--- src/rtl/yc_noc_pkg.sv ---
// Shared types for the mesh router: flit types, port indices, flit struct and XY routing.
package yc_noc_pkg;

  localparam int N_PORTS = 5;
  localparam int P_LOCAL = 0;
  localparam int P_NORTH = 1;
  localparam int P_EAST  = 2;
  localparam int P_SOUTH = 3;
  localparam int P_WEST  = 4;

  typedef enum logic [1:0] {
    FT_BODY     = 2'b00,
    FT_TAIL     = 2'b01,
    FT_HEAD     = 2'b10,
    FT_HEADTAIL = 2'b11
  } flit_type_e;

  localparam int FLIT_DATA_W = 32;

  typedef struct packed {
    flit_type_e             ftype;
    logic [FLIT_DATA_W-1:0] data;
  } flit_t;

  typedef enum logic {
    S_IDLE,
    S_ROUTED
  } state_e;

  // Dimension-ordered routing: resolve X first, then Y, else deliver locally.
  function automatic logic [N_PORTS-1:0] xy_route(input logic [31:0] dst_x, input logic [31:0] dst_y,
                                                  input logic [31:0] my_x, input logic [31:0] my_y);
    logic [N_PORTS-1:0] oh;
    oh = '0;
    if (dst_x > my_x)      oh[P_EAST]  = 1'b1;
    else if (dst_x < my_x) oh[P_WEST]  = 1'b1;
    else if (dst_y > my_y) oh[P_NORTH] = 1'b1;
    else if (dst_y < my_y) oh[P_SOUTH] = 1'b1;
    else                   oh[P_LOCAL] = 1'b1;
    return oh;
  endfunction

  function automatic logic is_head(input flit_type_e t);
    return t[1];
  endfunction

  function automatic logic is_tail(input flit_type_e t);
    return t[0];
  endfunction

endpackage

--- src/rtl/yc_noc_fifo.sv ---
// Synchronous flit FIFO with a combinational head view; pointers carry one extra wrap bit.
module yc_noc_fifo #(
  parameter int DEPTH = 4,
  parameter int WIDTH = 34
) (
  input  logic             clk,
  input  logic             rst_n,
  input  logic             push,
  input  logic             pop,
  input  logic [WIDTH-1:0] wdata,
  output logic [WIDTH-1:0] rdata,
  output logic             full,
  output logic             empty
);

  localparam int AW = $clog2(DEPTH);

  logic [WIDTH-1:0] mem [DEPTH];
  logic [AW:0]      wr_ptr;
  logic [AW:0]      rd_ptr;
  logic             do_push;
  logic             do_pop;

  assign do_push = push && !full;
  assign do_pop  = pop && !empty;

  always_ff @(posedge clk) begin
    if (do_push) mem[wr_ptr[AW-1:0]] <= wdata;
  end

  always_ff @(posedge clk or negedge rst_n) begin
    if (!rst_n) begin
      wr_ptr <= '0;
      rd_ptr <= '0;
    end else begin
      if (do_push) wr_ptr <= wr_ptr + (AW+1)'(1);
      if (do_pop)  rd_ptr <= rd_ptr + (AW+1)'(1);
    end
  end

  assign empty = (wr_ptr == rd_ptr);
  assign full  = (wr_ptr[AW] != rd_ptr[AW]) && (wr_ptr[AW-1:0] == rd_ptr[AW-1:0]);
  assign rdata = mem[rd_ptr[AW-1:0]];

endmodule

--- src/rtl/yc_noc_inport.sv ---
// Router input port: flit buffer, XY route of head flits, wormhole-held request, orphan drop.
// Optional forwarded-flit counter enabled by defining YC_NOC_INPORT_STATS_EN.
module yc_noc_inport
  import yc_noc_pkg::*;
#(
  parameter int N       = 5,
  parameter int DATA_W  = 32,
  parameter int DEPTH   = 4,
  parameter int COORD_W = 4,
  parameter int MY_X    = 0,
  parameter int MY_Y    = 0
) (
  input  logic              clk,
  input  logic              rst_n,
  input  logic              in_valid,
  output logic              in_ready,
  input  logic [DATA_W+1:0] in_flit,
  output logic [N-1:0]      req,
  input  logic [N-1:0]      gnt,
  output logic [DATA_W+1:0] out_flit,
  output logic              err,
  output logic [31:0]       flit_cnt
);

  localparam int FW = DATA_W + 2;

  logic [FW-1:0] head;
  logic          full;
  logic          empty;
  logic          push;
  logic          pop;
  logic          drop;
  state_e        state_q;
  state_e        state_next;
  logic [N-1:0]  route_q;
  logic [N-1:0]  route_next;
  logic [N-1:0]  route_oh;
  logic          err_q;
  flit_type_e    head_type;

  assign push      = in_valid && !full;
  assign head_type = flit_type_e'(head[FW-1:DATA_W]);
  assign route_oh  = N'(xy_route(32'(head[COORD_W-1:0]), 32'(head[2*COORD_W-1:COORD_W]),
                                 32'(MY_X), 32'(MY_Y)));

  yc_noc_fifo #(
    .DEPTH(DEPTH),
    .WIDTH(FW)
  ) u_fifo (
    .clk  (clk),
    .rst_n(rst_n),
    .push (push),
    .pop  (pop),
    .wdata(in_flit),
    .rdata(head),
    .full (full),
    .empty(empty)
  );

  always_comb begin
    state_next = state_q;
    route_next = route_q;
    req        = '0;
    pop        = 1'b0;
    drop       = 1'b0;
    case (state_q)
      S_IDLE: begin
        if (!empty) begin
          if (is_head(head_type)) begin
            route_next = route_oh;
            state_next = S_ROUTED;
          end else begin
            drop = 1'b1;
            pop  = 1'b1;
          end
        end
      end
      S_ROUTED: begin
        // Request is held across the packet but withdrawn while the buffer is starved.
        req = empty ? '0 : route_q;
        if (|(gnt & req)) begin
          pop = 1'b1;
          if (is_tail(head_type)) begin
            route_next = '0;
            state_next = S_IDLE;
          end
        end
      end
      default: state_next = S_IDLE;
    endcase
  end

  always_ff @(posedge clk or negedge rst_n) begin
    if (!rst_n) begin
      state_q <= S_IDLE;
      route_q <= '0;
      err_q   <= 1'b0;
    end else begin
      state_q <= state_next;
      route_q <= route_next;
      err_q   <= drop;
    end
  end

  assign in_ready = !full;
  assign out_flit = head;
  assign err      = err_q;

`ifdef YC_NOC_INPORT_STATS_EN
  logic [31:0] cnt_q;

  always_ff @(posedge clk or negedge rst_n) begin
    if (!rst_n) cnt_q <= '0;
    else if (state_q == S_ROUTED && |(gnt & req)) cnt_q <= cnt_q + 32'd1;
  end

  assign flit_cnt = cnt_q;
`else
  assign flit_cnt = '0;
`endif

endmodule
--- config.mk ---
export PLATFORM = sky130hd
export DESIGN_NAME = yc_noc_inport
export DESIGN_NICKNAME = d
export VERILOG_FILES = /design/src/rtl/yc_noc_pkg.sv /design/src/rtl/yc_noc_fifo.sv /design/src/rtl/yc_noc_inport.sv
export SDC_FILE = /design/constraint.sdc
export NUM_CORES = 1
export LEC_CHECK = 0
export ABC_CLOCK_PERIOD_IN_PS = 4400
export CAP_MARGIN = 20
export CORE_MARGIN = 3
export CORE_UTILIZATION = 47
export DETAILED_ROUTE_END_ITERATION = 6
export HOLD_SLACK_MARGIN = 0.1
export PLACE_DENSITY = 0.72
export SLEW_MARGIN = 20
export SYNTH_ARGS = -nofsm -noshare
export SYNTH_HDL_FRONTEND = slang
export SYNTH_SLANG_ARGS = --single-unit
--- constraint.sdc ---
create_clock -name clk -period 4.4 [get_ports clk]
set_input_delay 0.66 -clock clk [delete_from_list [all_inputs] [get_ports clk]]
set_output_delay 0.66 -clock clk [all_outputs]
set_load 0.02 [all_outputs]
==> flow_summary.json <==
{
  "rows": 40,
  "final.setup_skew_ns": 0.00649,
  "power_mw": 5.22,
  "insertion_delay_ns": 0.40,
  "setup_tns_ns": 0,
  "synthArstFlopShare": 0.0748,
  "final_nets": 412,
  "num_vias": 2719,
  "place_area_um2": 6670,
  "syn-cell-area_um2": 5840,
  "wl_per_cell_um": 18.0,
  "synth_largest_area_cell": "edfxtp_1",
  "end_kind": "primary output",
  "wl_mm": 9.84,
  "drc": 0,
  "layout_commonest_cell": "edfxtp_1",
  "syn_inst": 275,
  "grt_pass1_vias": 3024,
  "gp_congestion": 0.736,
  "core-area_um2": 12100,
  "grt-ovfl-total": 0,
  "yosys_most_used_dff": "edfxtp_1",
  "grt_util_met2": 0.251,
  "numClockSinks": 147,
  "viasPerCell": 4.99,
  "grt_pass1_wl_mm": 15.7,
  "ys_top_cells_by_area": "edfxtp_1 (70%), mux4_2 (11%), dfrtp_1 (4.7%)",
  "power.leakage_nw": 2.50,
  "gr-usage-all-layers": 0.151,
  "ys_seq_area_frac": 0.746,
  "die_w_um": 118,
  "status": "complete, no violations",
  "top_usage_layer": "met2",
  "ys_warn_count": 0,
  "setup_violations": 0,
  "timing.fmax_mhz": 301,
  "ys_seq_elements": 147,
  "finish.utilization": 0.601,
  "p_per_area_nw_per_um2": 720,
  "ios": 115,
  "pre_cts_ws_ns": 1.45,
  "antennaDiodeCount": 0,
  "port_buffers": 78,
  "synth_edf_count": 136,
  "hold_viol": 0,
  "worstPathArrival_ns": 2.66,
  "tightest_slew_ns": 0.964,
  "grt_util_met3": 0.0548,
  "timing.final.crit_share": 0.755,
  "synth.avg_cell_area_um2": 21.2,
  "grtUsageMet1": 0.183,
  "post_cts_buffers": 0,
  "drt_first_pass_iters": 5,
  "hold_buffers": 0,
  "h-tree-depth": 4,
  "drtIter0Drc": 151,
  "min_period_ns": 3.32,
  "syn_to_final_growth_pct": 24.0,
  "chipHeight_um": 118,
  "most-common-layout-cells": "edfxtp_1 (136), clkdlybuf4s50_1 (78), conb_1 (34), mux4_2 (28), clkbuf_16 (17)",
  "cp_max_fo": 18,
  "initial_core_util": 0.484,
  "drive_above_1_share": 0.180,
  "fin_area_um2": 7250,
  "yosysUniqueCellTypes": 37,
  "grt_start_max_net_pins": 36,
  "cts_buffers": 17,
  "antenna_found_initial": 0,
  "startpoint_type": "flop",
  "slew_violations": 0,
  "cp_data_required_time_ns": 3.74,
  "max_slew_margin": 0.358,
  "hpwl_mm": 5.96,
  "fillers": 877,
  "ir_worst_vdd_v": 0.000424,
  "maxCapViolations": 0,
  "cts_root_buf": "clkbuf_16",
  "rsz0062_at_grt": "false",
  "cts_tree": "yes",
  "cts-resized-gates": 0,
  "min_path_type": "flop to flop",
  "die_area_um2": 13800,
  "ant_nets": 0,
  "synth_top_area_frac": 0.699,
  "path_class": "flop to primary output",
  "layout_setup_ws_ns": 1.08,
  "cts_buffer_depth": 2,
  "clk_pin_slew_ns": 0.05
}
## kinds of logic (layout without fill, tap and decap cells)
family / Yosys count / in the layout / synth area share
AO/OA/AOI/OAI: 8 / 8 / 0.00899
XOR/XNOR: 7 / 7 / 0.0105
adder cells (fa/ha/maj): 5 / 5 / 0.0107
buffers and inverters: 49 / 118 / 0.0580
flip-flops: 147 / 147 / 0.746
multiplexers: 36 / 36 / 0.139
other: 1 / 34 / 0.000642
AND/OR/NAND/NOR: 22 / 22 / 0.0263
## critical path, stage by stage, from the launching register on
cell	delay (ns)
dfrtp_2	0.74
buf_4	0.35
mux4_2	0.59
clkdlybuf4s50_1	0.57
## sequential cells by signal (all words and copies together), names as in the netlist
signal,flops
err,1
route_q,3
state_q,1
u_fifo.mem,136
u_fifo.rd_ptr,3
u_fifo.wr_ptr,3
## layer usage
metal  routed length, um  vias up
li1                    -     1233
met2                4940      102
met5                   0        -
met1                4120     1375
met3                 676        9
met4                 105        0
## through the flow
step,std cells,hold slack (ns)
6_report,545,0.482
5_1_grt,545,0.497
4_1_cts,545,0.488
3_5_place_dp,514,0.478
3_3_place_gp,514,0.476
2_1_floorplan,308,0.364
## final timing paths
| path | startpoint | to | slack (ns) | cells after the start |
|---|---|---|---|---|
| hold / removal | u_fifo.wr_ptr[2]$_DFFE_PN0P_ | u_fifo.wr_ptr[2]$_DFFE_PN0P_ | 0.48 | 1 |
| setup / recovery | u_fifo.rd_ptr[0]$_DFFE_PN0P_ | out_flit[3] | 1.08 | 3 |
| min in group asynchronous | rst_n | err$_DFF_PN0_ | 0.60 | 1 |
| hold reg to reg | u_fifo.wr_ptr[2]$_DFFE_PN0P_ | u_fifo.wr_ptr[2]$_DFFE_PN0P_ | 0.48 | 1 |
| max in group asynchronous | rst_n | u_fifo.rd_ptr[1]$_DFFE_PN0P_ | 3.42 | 1 |
| setup reg to reg | u_fifo.rd_ptr[0]$_DFFE_PN0P_ | u_fifo.mem[3][22]$_DFFE_PP_ | 1.70 | 3 |
## synthesized netlist by cell type (2+ instances only)
cell type,instances
xor2_1,2
nand3_1,2
clkbuf_1,3
nand2_1,2
xnor2_1,5
a31oi_1,2
mux4_1,6
inv_1,6
and3_1,3
dfrtp_1,11
o22ai_1,2
buf_2,3
and2_1,4
buf_4,34
mux4_2,28
edfxtp_1,136
ha_1,5
mux2_2,2
## report_power, final
part	internal, mW	switching, mW
logic	0.851	0.938
registers	1.89	0.154
clock network	0.882	0.503
## layout make-up
type | instances | area, um2 | share of cell area
sequential | 147 | 4360 | 0.602
multi-input combinational | 112 | 1270 | 0.176
timing repair buffer | 81 | 803 | 0.111
clock buffer | 20 | 437 | 0.0603
tap | 168 | 210 | 0.0290
clock inverter | 11 | 138 | 0.0190
inverter | 6 | 22.5 | 0.00311
(Power assumes the default switching activity.)
